$ cat config.mk
export PLATFORM = sky130hd
export DESIGN_NAME = cpu5_ifu
export DESIGN_NICKNAME = d
export VERILOG_FILES = /design/src/rtl/cpu5_ifu_pkg.sv /design/src/rtl/cpu5_ifu_fifo.sv /design/src/rtl/cpu5_ifu.sv
export SDC_FILE = /design/constraint.sdc
export NUM_CORES = 1
export LEC_CHECK = 0
export CAP_MARGIN = 15
export CORE_ASPECT_RATIO = 1.75
export CORE_MARGIN = 2
export CORE_UTILIZATION = 50
export CTS_BUF_LIST = sky130_fd_sc_hd__clkbuf_8 sky130_fd_sc_hd__clkbuf_16
export DETAILED_ROUTE_END_ITERATION = 8
export GPL_ROUTABILITY_DRIVEN = 1
export HOLD_SLACK_MARGIN = 0.08
export PLACE_DENSITY = 0.87
export SLEW_MARGIN = 10
export SYNTH_ARGS = -nofsm -noshare
export SYNTH_HDL_FRONTEND = slang
export SYNTH_SLANG_ARGS = --single-unit
$ cat constraint.sdc
create_clock -name clk -period 7.6 [get_ports clk]
set_input_delay 0.76 -clock clk [delete_from_list [all_inputs] [get_ports clk]]
set_output_delay 0.76 -clock clk [all_outputs]
set_load 0.02 [all_outputs]
$ cat src/rtl/cpu5_ifu_pkg.sv
// cpu5_ifu_pkg: shared constants for the cpu5 instruction fetch unit
package cpu5_ifu_pkg;
  localparam logic [0:0] ST_FETCH = 1'b0;
  localparam logic [0:0] ST_DRAIN = 1'b1;
  localparam int PC_INC = 4;
  localparam int DEF_DEPTH = 4;
  localparam logic [31:0] DEF_RESET_PC = 32'h0;
endpackage

$ cat src/rtl/cpu5_ifu_fifo.sv
// cpu5_ifu_fifo: sync prefetch FIFO with flush and occupancy count
module cpu5_ifu_fifo #(
  parameter int W = 64,
  parameter int DEPTH = 4
) (
  input  logic                   clk,
  input  logic                   reset,
  input  logic                   flush,
  input  logic                   push,
  input  logic                   pop,
  input  logic [W-1:0]           din,
  output logic [W-1:0]           dout,
  output logic                   empty,
  output logic [$clog2(DEPTH):0] count
);
  localparam int AW = $clog2(DEPTH);
  localparam int CW = AW + 1;
  logic [W-1:0] mem [DEPTH];
  logic [AW-1:0] wp, rp;
  always_ff @(posedge clk or negedge reset)
    if (!reset) begin
      wp <= '0;
      rp <= '0;
      count <= '0;
    end else if (flush) begin
      wp <= '0;
      rp <= '0;
      count <= '0;
    end else begin
      wp <= wp + AW'(push);
      rp <= rp + AW'(pop);
      count <= count + CW'(push) - CW'(pop);
    end
  always_ff @(posedge clk)
    if (push && !flush) mem[wp] <= din;
  assign dout = mem[rp];
  assign empty = count == '0;
endmodule

$ cat src/rtl/cpu5_ifu.sv
// cpu5_ifu: decoupled fetch unit with prefetch buffer and redirect/stale-discard.
// Define CPU5_IFU_BYPASS_EN to present a response to decode in its arrival cycle when the buffer is empty.
module cpu5_ifu
  import cpu5_ifu_pkg::*;
#(
  parameter int XLEN = 32,
  parameter int DEPTH = DEF_DEPTH,
  parameter logic [XLEN-1:0] RESET_PC = XLEN'(DEF_RESET_PC)
) (
  input  logic            clk,
  input  logic            reset,
  output logic            imem_req_valid,
  input  logic            imem_req_ready,
  output logic [XLEN-1:0] imem_req_addr,
  input  logic            imem_rsp_valid,
  input  logic [XLEN-1:0] imem_rsp_data,
  output logic            ifu_valid,
  input  logic            ifu_ready,
  output logic [XLEN-1:0] ifu_pc,
  output logic [XLEN-1:0] ifu_instr,
  input  logic            redirect_valid,
  input  logic [XLEN-1:0] redirect_pc,
  output logic            busy
);
  localparam int CW = $clog2(DEPTH) + 1;
  logic [0:0] state;
  logic [XLEN-1:0] fetch_pc, rsp_pc, new_pc;
  logic [CW-1:0] outstanding, stale, count, out_nxt, stale_dec;
  logic acc, push, pop, empty, byp, fetching;
  logic [2*XLEN-1:0] head;
  assign fetching = state == ST_FETCH;
  assign new_pc = {redirect_pc[XLEN-1:2], 2'b00};
  assign imem_req_valid = reset && fetching && ({1'b0, outstanding} + {1'b0, count} < (CW+1)'(DEPTH));
  assign imem_req_addr = fetch_pc;
  assign acc = imem_req_valid && imem_req_ready;
  assign out_nxt = outstanding + CW'(acc) - CW'(imem_rsp_valid);
  assign stale_dec = stale - CW'(imem_rsp_valid);
`ifdef CPU5_IFU_BYPASS_EN
  assign byp = empty && fetching && !redirect_valid && imem_rsp_valid;
`else
  assign byp = 1'b0;
`endif
  assign push = imem_rsp_valid && fetching && !redirect_valid && !(byp && ifu_ready);
  assign pop = !empty && ifu_ready;
  assign ifu_valid = !empty || byp;
  assign ifu_pc = byp ? rsp_pc : empty ? '0 : head[2*XLEN-1:XLEN];
  assign ifu_instr = byp ? imem_rsp_data : empty ? '0 : head[XLEN-1:0];
  assign busy = outstanding != '0 || !empty;
  cpu5_ifu_fifo #(.W(2*XLEN), .DEPTH(DEPTH)) u_fifo (
    .clk(clk),
    .reset(reset),
    .flush(redirect_valid),
    .push(push),
    .pop(pop),
    .din({rsp_pc, imem_rsp_data}),
    .dout(head),
    .empty(empty),
    .count(count)
  );
  // stale always equals the in-flight count on entering DRAIN, so the drain ends exactly when memory goes quiet
  always_ff @(posedge clk or negedge reset)
    if (!reset) begin
      state <= ST_FETCH;
      fetch_pc <= RESET_PC;
      rsp_pc <= RESET_PC;
      outstanding <= '0;
      stale <= '0;
    end else begin
      outstanding <= out_nxt;
      if (redirect_valid) begin
        fetch_pc <= new_pc;
        rsp_pc <= new_pc;
      end else begin
        if (acc) fetch_pc <= fetch_pc + XLEN'(PC_INC);
        if (imem_rsp_valid && fetching) rsp_pc <= rsp_pc + XLEN'(PC_INC);
      end
      if (!fetching) begin
        stale <= stale_dec;
        state <= stale_dec == '0 ? ST_FETCH : ST_DRAIN;
      end else if (redirect_valid) begin
        stale <= out_nxt;
        state <= out_nxt != '0 ? ST_DRAIN : ST_FETCH;
      end
    end
endmodule

# == Word level (Yosys, flattened, before mapping) ==
# Memory sizes are Yosys's and may differ from the RTL's.
# Index checks and enable logic that the tools add are counted.
# op_classes
add_sub_neg,10
order_cmp,1
n_mux,17
bitwise,1
reduce_logical,17
# op_table
cell,count
two-way mux 32 bit,6
adder 32 x 3 -> 32 bit (second input constant),2
two-way mux 3 bit,3
subtractor 3 x 1 -> 3 bit,3
logical AND 1 bit,7
adder 3 x 1 -> 3 bit,2
zero test 3 bit,2
two-way mux 1 bit,6
nonzero test 2 bit,3
nonzero test 3 bit,2
adder 2 x 1 -> 2 bit,2
adder 3 x 3 -> 4 bit,1
less-than comparator 4 x 3 -> 1 bit (second input constant),1
two-way mux 2 bit,2
zero test 1 bit,2
logical OR 1 bit,1
inverter 1 bit,1
# word_totals
regBits,78
ramBits,256
in_bits,70
mem_count,1
# memory_table
name,depth,word_bits,read_ports,rd_clocked_by_memory_dff,write_ports,line_no,source
u_fifo.mem,4,64,1,0,1,cpu5_ifu_fifo.sv:18,logic [W-1:0] mem [DEPTH];

# == Longest topological paths before layout ==
# Gate-level depths: netlist (run 1).
# depth
ltp_word,10
depth_mapped,14
ltp_nobuf,12

# == Modules after synthesis ==
# A second synthesis (run 1) with hierarchy kept.
# unflattened
hier_cells,823
hier_area_um2,13927.1
# by_module_without_submodules
mod,instances,cells_each,area_per_inst_um2
cpu5_ifu_fifo,1,365,9683.0
cpu5_ifu,1,458,4244.1

# == Least setup slack after synthesis (run 1) ==
# Ideal clock, no wire load.
# synth_path
path_kind,input to register
from,in redirect_valid
to,mem u_fifo.mem[2][0] (enable)
t_arrival_ps,7982
required_ps,6943
path_slack_ps,-1038
cell_stages,5
path_buffers,4
path_cell_list,clkbuf_1 -> clkbuf_1 -> buf_2 -> buf_1 -> nor4b_1
# synth_via
elab_chain_cells,5
# synth_lines
item,line_no,source
start: declaration,cpu5_ifu.sv:21,"input logic redirect_valid,"
zero test 1 bit (*),"cpu5_ifu_fifo.sv:35, cpu5_ifu.sv:43",
logical AND 1 bit,cpu5_ifu.sv:43,assign push = imem_rsp_valid && fetching && !redirect_valid && !(byp && ifu_ready);
logical AND 1 bit (*),cpu5_ifu_fifo.sv:35,if (push && !flush) mem[wp] <= din;
two-way mux 1 bit (*),cpu5_ifu_fifo.sv:35,
two-way mux 1 bit (not written as such) (*),cpu5_ifu_fifo.sv:35,
end: declaration,cpu5_ifu_fifo.sv:18,
# Every way passes the cells marked *; elsewhere a longest branch is shown, timed or not.

# == Worst setup path in the final report (run 1) ==
# layout_path
from,reg u_fifo.rp[0]
to,out ifu_pc[16]
# layout_via
elab_chain_cells,2
# layout_lines
item,line_no,source
start: declaration,cpu5_ifu_fifo.sv:19,"logic [AW-1:0] wp, rp;"
start signal: assignment,cpu5_ifu_fifo.sv:31,rp <= rp + AW'(pop);
memory read (4 x 64 bit),-,
two-way mux 32 bit,cpu5_ifu.sv:46,assign ifu_pc = byp ? rsp_pc : empty ? '0 : head[2*XLEN-1:XLEN];
end: declaration,cpu5_ifu.sv:19,"output logic [XLEN-1:0] ifu_pc,"
# Every way passes these cells.

==> flow_summary_export.csv, run 1 <==
group,metric,value,unit
status,status,"completed",
logic_synthesis,syn_area,14000,µm²
sta,period_minus_slack,4180,ps
sta,finalSetupViolCount,0,
power_and_ir_drop,p_switching,1540,µW
clock_tree,cts.clk_slew.worst_paths,60,ps
sta,maxSlewViolCount,0,
clock_tree,cts_buffer_depth,3,
drt,antenna_left,0,
power_and_ir_drop,intPower,3590,µW
clock_tree,clk_latency,540,ps
global_routing,grt_pass1_wl,47500,µm
logic_synthesis,yosysTopAreaCellShare,53.0,%
power_and_ir_drop,p_leak,0.00561,µW
floorplan,dieHeight,226,µm
logic_synthesis,ys_warn_count,0,
power_and_ir_drop,powerDensity,305,nW/µm²
floorplan,io_pins,169,
worst_setup_path,required,6840,ps
drt,viasPerCell,5.97,
power_and_ir_drop,vdd_drop_max,165,µV
drt,drc,0,
clock_tree,cts_setup_buffers,0,
sta,tightest_slew,1100,ps
placement,port_buffers,162,
floorplan,rows,81,
logic_synthesis,synth_commonest_cells,"edfxtp_1 (248), dfrtp_1 (74), and2_1 (65)",
clock_tree,cts_tree,"yes",
floorplan,core_area,27800,µm²
logic_synthesis,synthFlopType,"edfxtp_1",
logic_synthesis,async_flop_share,23.0,%
sta,fin_skew,18.2,ps
cells_and_area,fin_cells,1450,
worst_setup_path,crit_fanout,36,
drt,drt_pass1_iterations,5,
power_and_ir_drop,pwr-share-seq,42.6,%
floorplan,dieArea,29500,µm²
clock_tree,ctsResizeCount,0,
global_routing,antenna_found_initial,1,
clock_tree,hold_buffers,0,
power_and_ir_drop,p_sw_share,30.0,%
global_routing,grt_util_all_layers,20.8,%
placement,dpl.hpwl,19100,µm
logic_synthesis,synth_seq_cells,322,
cells_and_area,drive_above_1_share,12.5,%
clock_tree,cts-root-buf,"clkbuf_16",
worst_setup_path,crit_arrival,3420,ps
placement,place.gp.congestion,0.848,
floorplan,start_util,50.6,%
power_and_ir_drop,clockPowerShare,26.8,%
worst_setup_path,cp-end-kind,"output port",
clock_tree,numCtsBuffers,27,
cells_and_area,final_net_count,1140,
power_and_ir_drop,combPwrFrac,30.5,%
sta,final.setup.tns,0,ps
placement,dp.cells,1400,
min_path,worstHoldPathType,"input port to async pin",
sta,max_freq,0.239,GHz
logic_synthesis,synth_cell_types,66,
logic_synthesis,yosys.area.top_type,"edfxtp_1",
clock_tree,cts_htree_levels,1,
sta,rsz0062_at_grt,"false",
drt,avgRoutedWirePerCell,20.9,µm
floorplan,die_x,131,µm
worst_setup_path,crit_type,"flop to output port",
logic_synthesis,avgSynthCellArea,15.4,µm²
logic_synthesis,syn_inst,914,
global_routing,grt_max_degree,81,
flow_run,drv_cap,0,
logic_synthesis,synth-seq-area-share,66.2,%
sta,fin_crit_sh,55.0,%
cells_and_area,area_delta_synth_final,20.0,%
sta,relSlewSlack,26.0,%
logic_synthesis,yosysMostFrequentCell,"edfxtp_1",
drt,first_iter_violations,739,
clock_tree,clock_sinks,322,
global_routing,grt_pass1_vias,9060,
logic_synthesis,synth-edff-count,248,
worst_setup_path,critPathLaunchType,"flop",
sta,finalHoldViolCount,0,
logic_synthesis,ys_top_cells_by_area,"edfxtp_1 (53%), dfrtp_1 (13%), mux4_2 (9.9%)",
global_routing,grt.overflow.total,0,
drt,vias,8659,
drt,wirelength,30300,µm
==> path summary, 6_finish.rpt <==
check | startpoint | endpoint | slack (ps) | cells past startpoint
worst max-delay path | u_fifo.rp[0]$_DFF_PN0_ | ifu_pc[16] | 3420 | 4
worst min-delay path | reset | outstanding[0]$_DFF_PN0_ | 460 | 2
worst max register to register | outstanding[2]$_DFF_PN0_ | stale[2]$_DFFE_PN0P_ | 4360 | 12
worst min register to register | stale[1]$_DFFE_PN0P_ | stale[1]$_DFFE_PN0P_ | 590 | 2
max in group asynchronous | reset | u_fifo.rp[0]$_DFF_PN0_ | 6430 | 2
min in group clk | stale[1]$_DFFE_PN0P_ | stale[1]$_DFFE_PN0P_ | 590 | 2
==> logic make-up after synthesis <==
logic type                 count (synthesis)  share of synthesized area (%)
buffers and inverters                     80                           2.52
DFF                                      322                           66.2
muxes                                     69                           10.5
AOI/OAI and AO/OA                        104                           5.58
and+or+nand+nor                          305                           12.7
xor gates and xnor gates                  19                           1.18
adders and majority gates                 14                           1.35
other                                      1                         0.0267
==> placed cells by master, fill, tap and decap left out, drive strengths merged, types with 3 or more instances in the layout <==
cell type / netlist / final
ha: 12 / 12
a31oi: 13 / 13
nand4: 26 / 26
a311oi: 11 / 11
nand2: 27 / 27
or3: 6 / 6
nand3: 21 / 21
mux4: 62 / 62
nor2: 47 / 47
or4: 9 / 9
nor4b: 3 / 3
a211oi: 17 / 17
and4: 16 / 16
clkbuf: 39 / 31
o31ai: 12 / 12
o31a: 10 / 10
inv: 19 / 32
and3: 12 / 12
nor4: 24 / 24
mux2: 4 / 4
buf: 22 / 11
xnor2: 17 / 17
o21ai: 9 / 9
mux2i: 3 / 3
clkdlybuf4s50: 0 / 160
bufinv: 0 / 3
conb: 1 / 4
edfxtp: 248 / 248
nand2b: 8 / 8
a221oi: 3 / 3
dfrtp: 74 / 74
nor3: 16 / 16
and2: 65 / 65
a21oi: 11 / 11
nor2b: 15 / 15
==> area by class of cell <==
cell class | count | area, µm²
diodes | 1 | 2.50
clock buffers | 31 | 731
clock inverters | 18 | 154
fillers | 2075 | 10900
inverters | 19 | 71.3
multi-input cells | 515 | 4450
flip-flops and latches | 322 | 9300
well taps | 373 | 467
repair buffers | 171 | 1680
==> stage by stage <==
step / power [µW] / setup WS, ps / util, % / hold slack, ps / instance area [µm²]
final: 5130 / 3420 / 60.7 / 456 / 16900
after global placement: 3780 / 3600 / 57.5 / 535 / 16000
after CTS: 5190 / 3310 / 60.7 / 480 / 16800
after global routing: 5370 / 3200 / 60.7 / 534 / 16900
after detailed placement: 3810 / 3600 / 57.5 / 568 / 16000
after floorplan: 3150 / 2090 / - / 464 / 14100
==> metal layers <==
layer	up-vias	wire length, µm	GRT usage, %
li1	3881	-	-
met1	4329	11300	25.0
met2	364	16000	36.4
met3	85	1550	2.44
met4	0	1520	10.9
met5	-	0	0
==> worst max-delay path: stages, from the launching register on <==
cell             delay (ps)
dfrtp_4                 790
buf_4                   680
mux4_2                  640
and2_1                  190
clkdlybuf4s50_1         540
==> sequential cells by signal, indices dropped and copies added, names as in the netlist <==
signal and count:
outstanding 3, u_fifo.wp 2, u_fifo.rp 2, u_fifo.mem 248, rsp_pc 30, state 1, u_fifo.count 3, stale 3
imem_req_addr 30
==> power groups by stage <==
| stage | logic [µW] | registers, µW | clock network, µW |
|---|---|---|---|
| CTS | 1600 | 2190 | 1410 |
| detailed placement | 1590 | 2220 | 0 |
| global placement | 1570 | 2210 | 0 |
| finish | 1570 | 2190 | 1380 |
| global route | 1690 | 2210 | 1460 |
| floorplan | 994 | 2160 | 0 |
Note: power is estimated with default switching activity, not from simulation.
==> inputs of run 2 (changes only) <==
==> constraint.sdc (replaced) <==
create_clock -name clk -period 3.5 [get_ports clk]
set_input_delay 0.35 -clock clk [delete_from_list [all_inputs] [get_ports clk]]
set_output_delay 0.35 -clock clk [all_outputs]
set_load 0.02 [all_outputs]
==> flow_summary_export.csv, run 2 (synthesis gave the netlist of run 1 again) <==
group,metric,value,unit
worst_setup_path,crit_type,"flop to output port",
drt,top_layer,"met4",
clock_tree,numCtsBuffers,28,
floorplan,dieHeight,226,µm
floorplan,start_util,50.6,%
drt,met1_length,11300,µm
cells_and_area,seqCellArea,9300,µm²
clock_tree,cts.clk_slew.worst_paths,70,ps
sta,finalHoldViolCount,0,
drt,vias,8768,
cells_and_area,layout_commonest_cell,"edfxtp_1",
floorplan,io_pins,169,
worst_setup_path,cp-end-kind,"output port",
sta,max_freq,0.302,GHz
placement,port_buffers,162,
sta,maxSlewViolCount,0,
clock_tree,cts_setup_buffers,0,
clock_tree,cts_buffer_depth,3,
sta,setup_slack,189,ps
clock_tree,ctsResizeCount,0,
sta,fin_skew,12.2,ps
power_and_ir_drop,vdd_drop_max,464,µV
worst_setup_path,critPathLaunchType,"flop",
drt,antenna_left,0,
placement,dpl_worst_slack,456,ps
clock_tree,clock_sinks,322,
cells_and_area,multiInputGateArea,4440,µm²
global_routing,grt_pass1_vias,8851,
sta,period_minus_slack,3310,ps
power_and_ir_drop,intPower,8070,µW
power_and_ir_drop,combPwrFrac,30.5,%
cells_and_area,layout_common_cells,"edfxtp_1 (248), clkdlybuf4s50_1 (160), dfrtp_1 (72)",
power_and_ir_drop,clockPowerShare,28.7,%
global_routing,grt_util_all_layers,21.1,%
clock_tree,clk_latency,550,ps
drt,viasPerCell,5.98,
floorplan,rows,81,
drt,wirelength,30800,µm
flow_run,drv_cap,0,
global_routing,grt.overflow.total,0,
sta,rsz0062_at_grt,"false",
power_and_ir_drop,pwr-share-seq,40.8,%
cells_and_area,regMostFlops,"u_fifo.mem",
global_routing,grt_max_degree,67,
drt,wl_met2,16600,µm
worst_setup_path,required,3150,ps
worst_setup_path,crit_fanout,24,
cells_and_area,drive_above_1_share,14.7,%
floorplan,die_x,131,µm
sta,tightest_slew,1130,ps
floorplan,dieArea,29500,µm²
min_path,worstHoldPathType,"input port to async pin",
power_and_ir_drop,p_leak,0.00571,µW
placement,dpl.hpwl,20100,µm
cells_and_area,final_net_count,1155,
clock_tree,cts_htree_levels,1,
sta,relSlewSlack,24.2,%
power_and_ir_drop,powerDensity,672,nW/µm²
clock_tree,cts-root-buf,"clkbuf_16",
status,status,"completed",
cells_and_area,fillCellCount,2079,
sta,timing.hold.ws,229,ps
floorplan,core_area,27800,µm²
power_and_ir_drop,total_power,11600,µW
placement,place.gp.congestion,0.885,
global_routing,grt_pass1_wl,48000,µm
cells_and_area,area_delta_synth_final,22.4,%
drt,routed-wl-met3,1660,µm
power_and_ir_drop,p_switching,3480,µW
sta,finalSetupViolCount,0,
sta,final.setup.tns,0,ps
clock_tree,cts_tree,"yes",
drt,first_iter_violations,621,
drt,avgRoutedWirePerCell,21.0,µm
drt,drc,0,
sta,fin_crit_sh,94.6,%
drt,drt_pass1_iterations,5,
cells_and_area,largest_register_ffs,248,
power_and_ir_drop,p_sw_share,30.1,%
global_routing,antenna_found_initial,1,
worst_setup_path,crit_arrival,2960,ps
[run 2: power groups by stage]
| stage | Clock, µW | Combinational, µW | Sequential (µW) |
|---|---|---|---|
| after global placement | 0 | 3520 | 4770 |
| after floorplan | 0 | 2160 | 4680 |
| final | 3320 | 3520 | 4720 |
| after detailed placement | 0 | 3580 | 4800 |
| after global routing | 3510 | 3810 | 4760 |
| after CTS | 3370 | 3600 | 4720 |
[run 2: repair_timing]
action	4_1_cts	5_1_grt
endpoints found under the hold margin	28	0
hold buffers	1	0
endpoints found under the setup margin	0	0
[run 2: final timing paths]
check / from / end / slack [ps] / cells after the start
max in group asynchronous: reset / u_fifo.rp[0]$_DFF_PN0_ / 1930 / 4
min in group clk: redirect_valid / u_fifo.count[2]$_DFF_PN0_ / 280 / 2
max reg2reg: outstanding[2]$_DFF_PN0_ / stale[2]$_DFFE_PN0P_ / 490 / 12
min reg2reg: rsp_pc[31]$_DFFE_PN0N_ / u_fifo.mem[3][63]$_DFFE_PP_ / 560 / 0
min: reset / outstanding[2]$_DFF_PN0_ / 230 / 2
max: u_fifo.rp[0]$_DFF_PN0_ / ifu_pc[18] / 190 / 4
[run 2: area by class of cell]
cell class	count	share of cell area (%)
tap	373	2.72
sequential	322	54.1
multi-input combinational	515	25.8
clock inverter	19	1.36
timing repair buffer	185	11.0
antenna	1	0.0146
clock buffer	33	4.54
inverter	19	0.415
[run 2: routing by layer]
| metal | up-vias | GRT usage (%) |
|---|---|---|
| met5 | - | 0 |
| met4 | 0 | 10.4 |
| met3 | 82 | 2.58 |
| met2 | 376 | 37.2 |
| met1 | 4403 | 25.3 |
| li1 | 3907 | - |
[run 2: worst max-delay path: stages, from the launching register on]
cell,delay (ps)
dfrtp_4,750
buf_4,350
mux4_2,570
and2_1,170
clkdlybuf4s50_1,530
[run 2: per-stage QoR]
step	utilization (%)	std cells	area, µm²
6_report	61.9	1467	17200
5_1_grt	61.9	1467	17200
4_1_cts	61.9	1466	17200
3_5_place_dp	58.2	1413	16200
3_3_place_gp	58.2	1413	16200
2_1_floorplan	-	917	14100
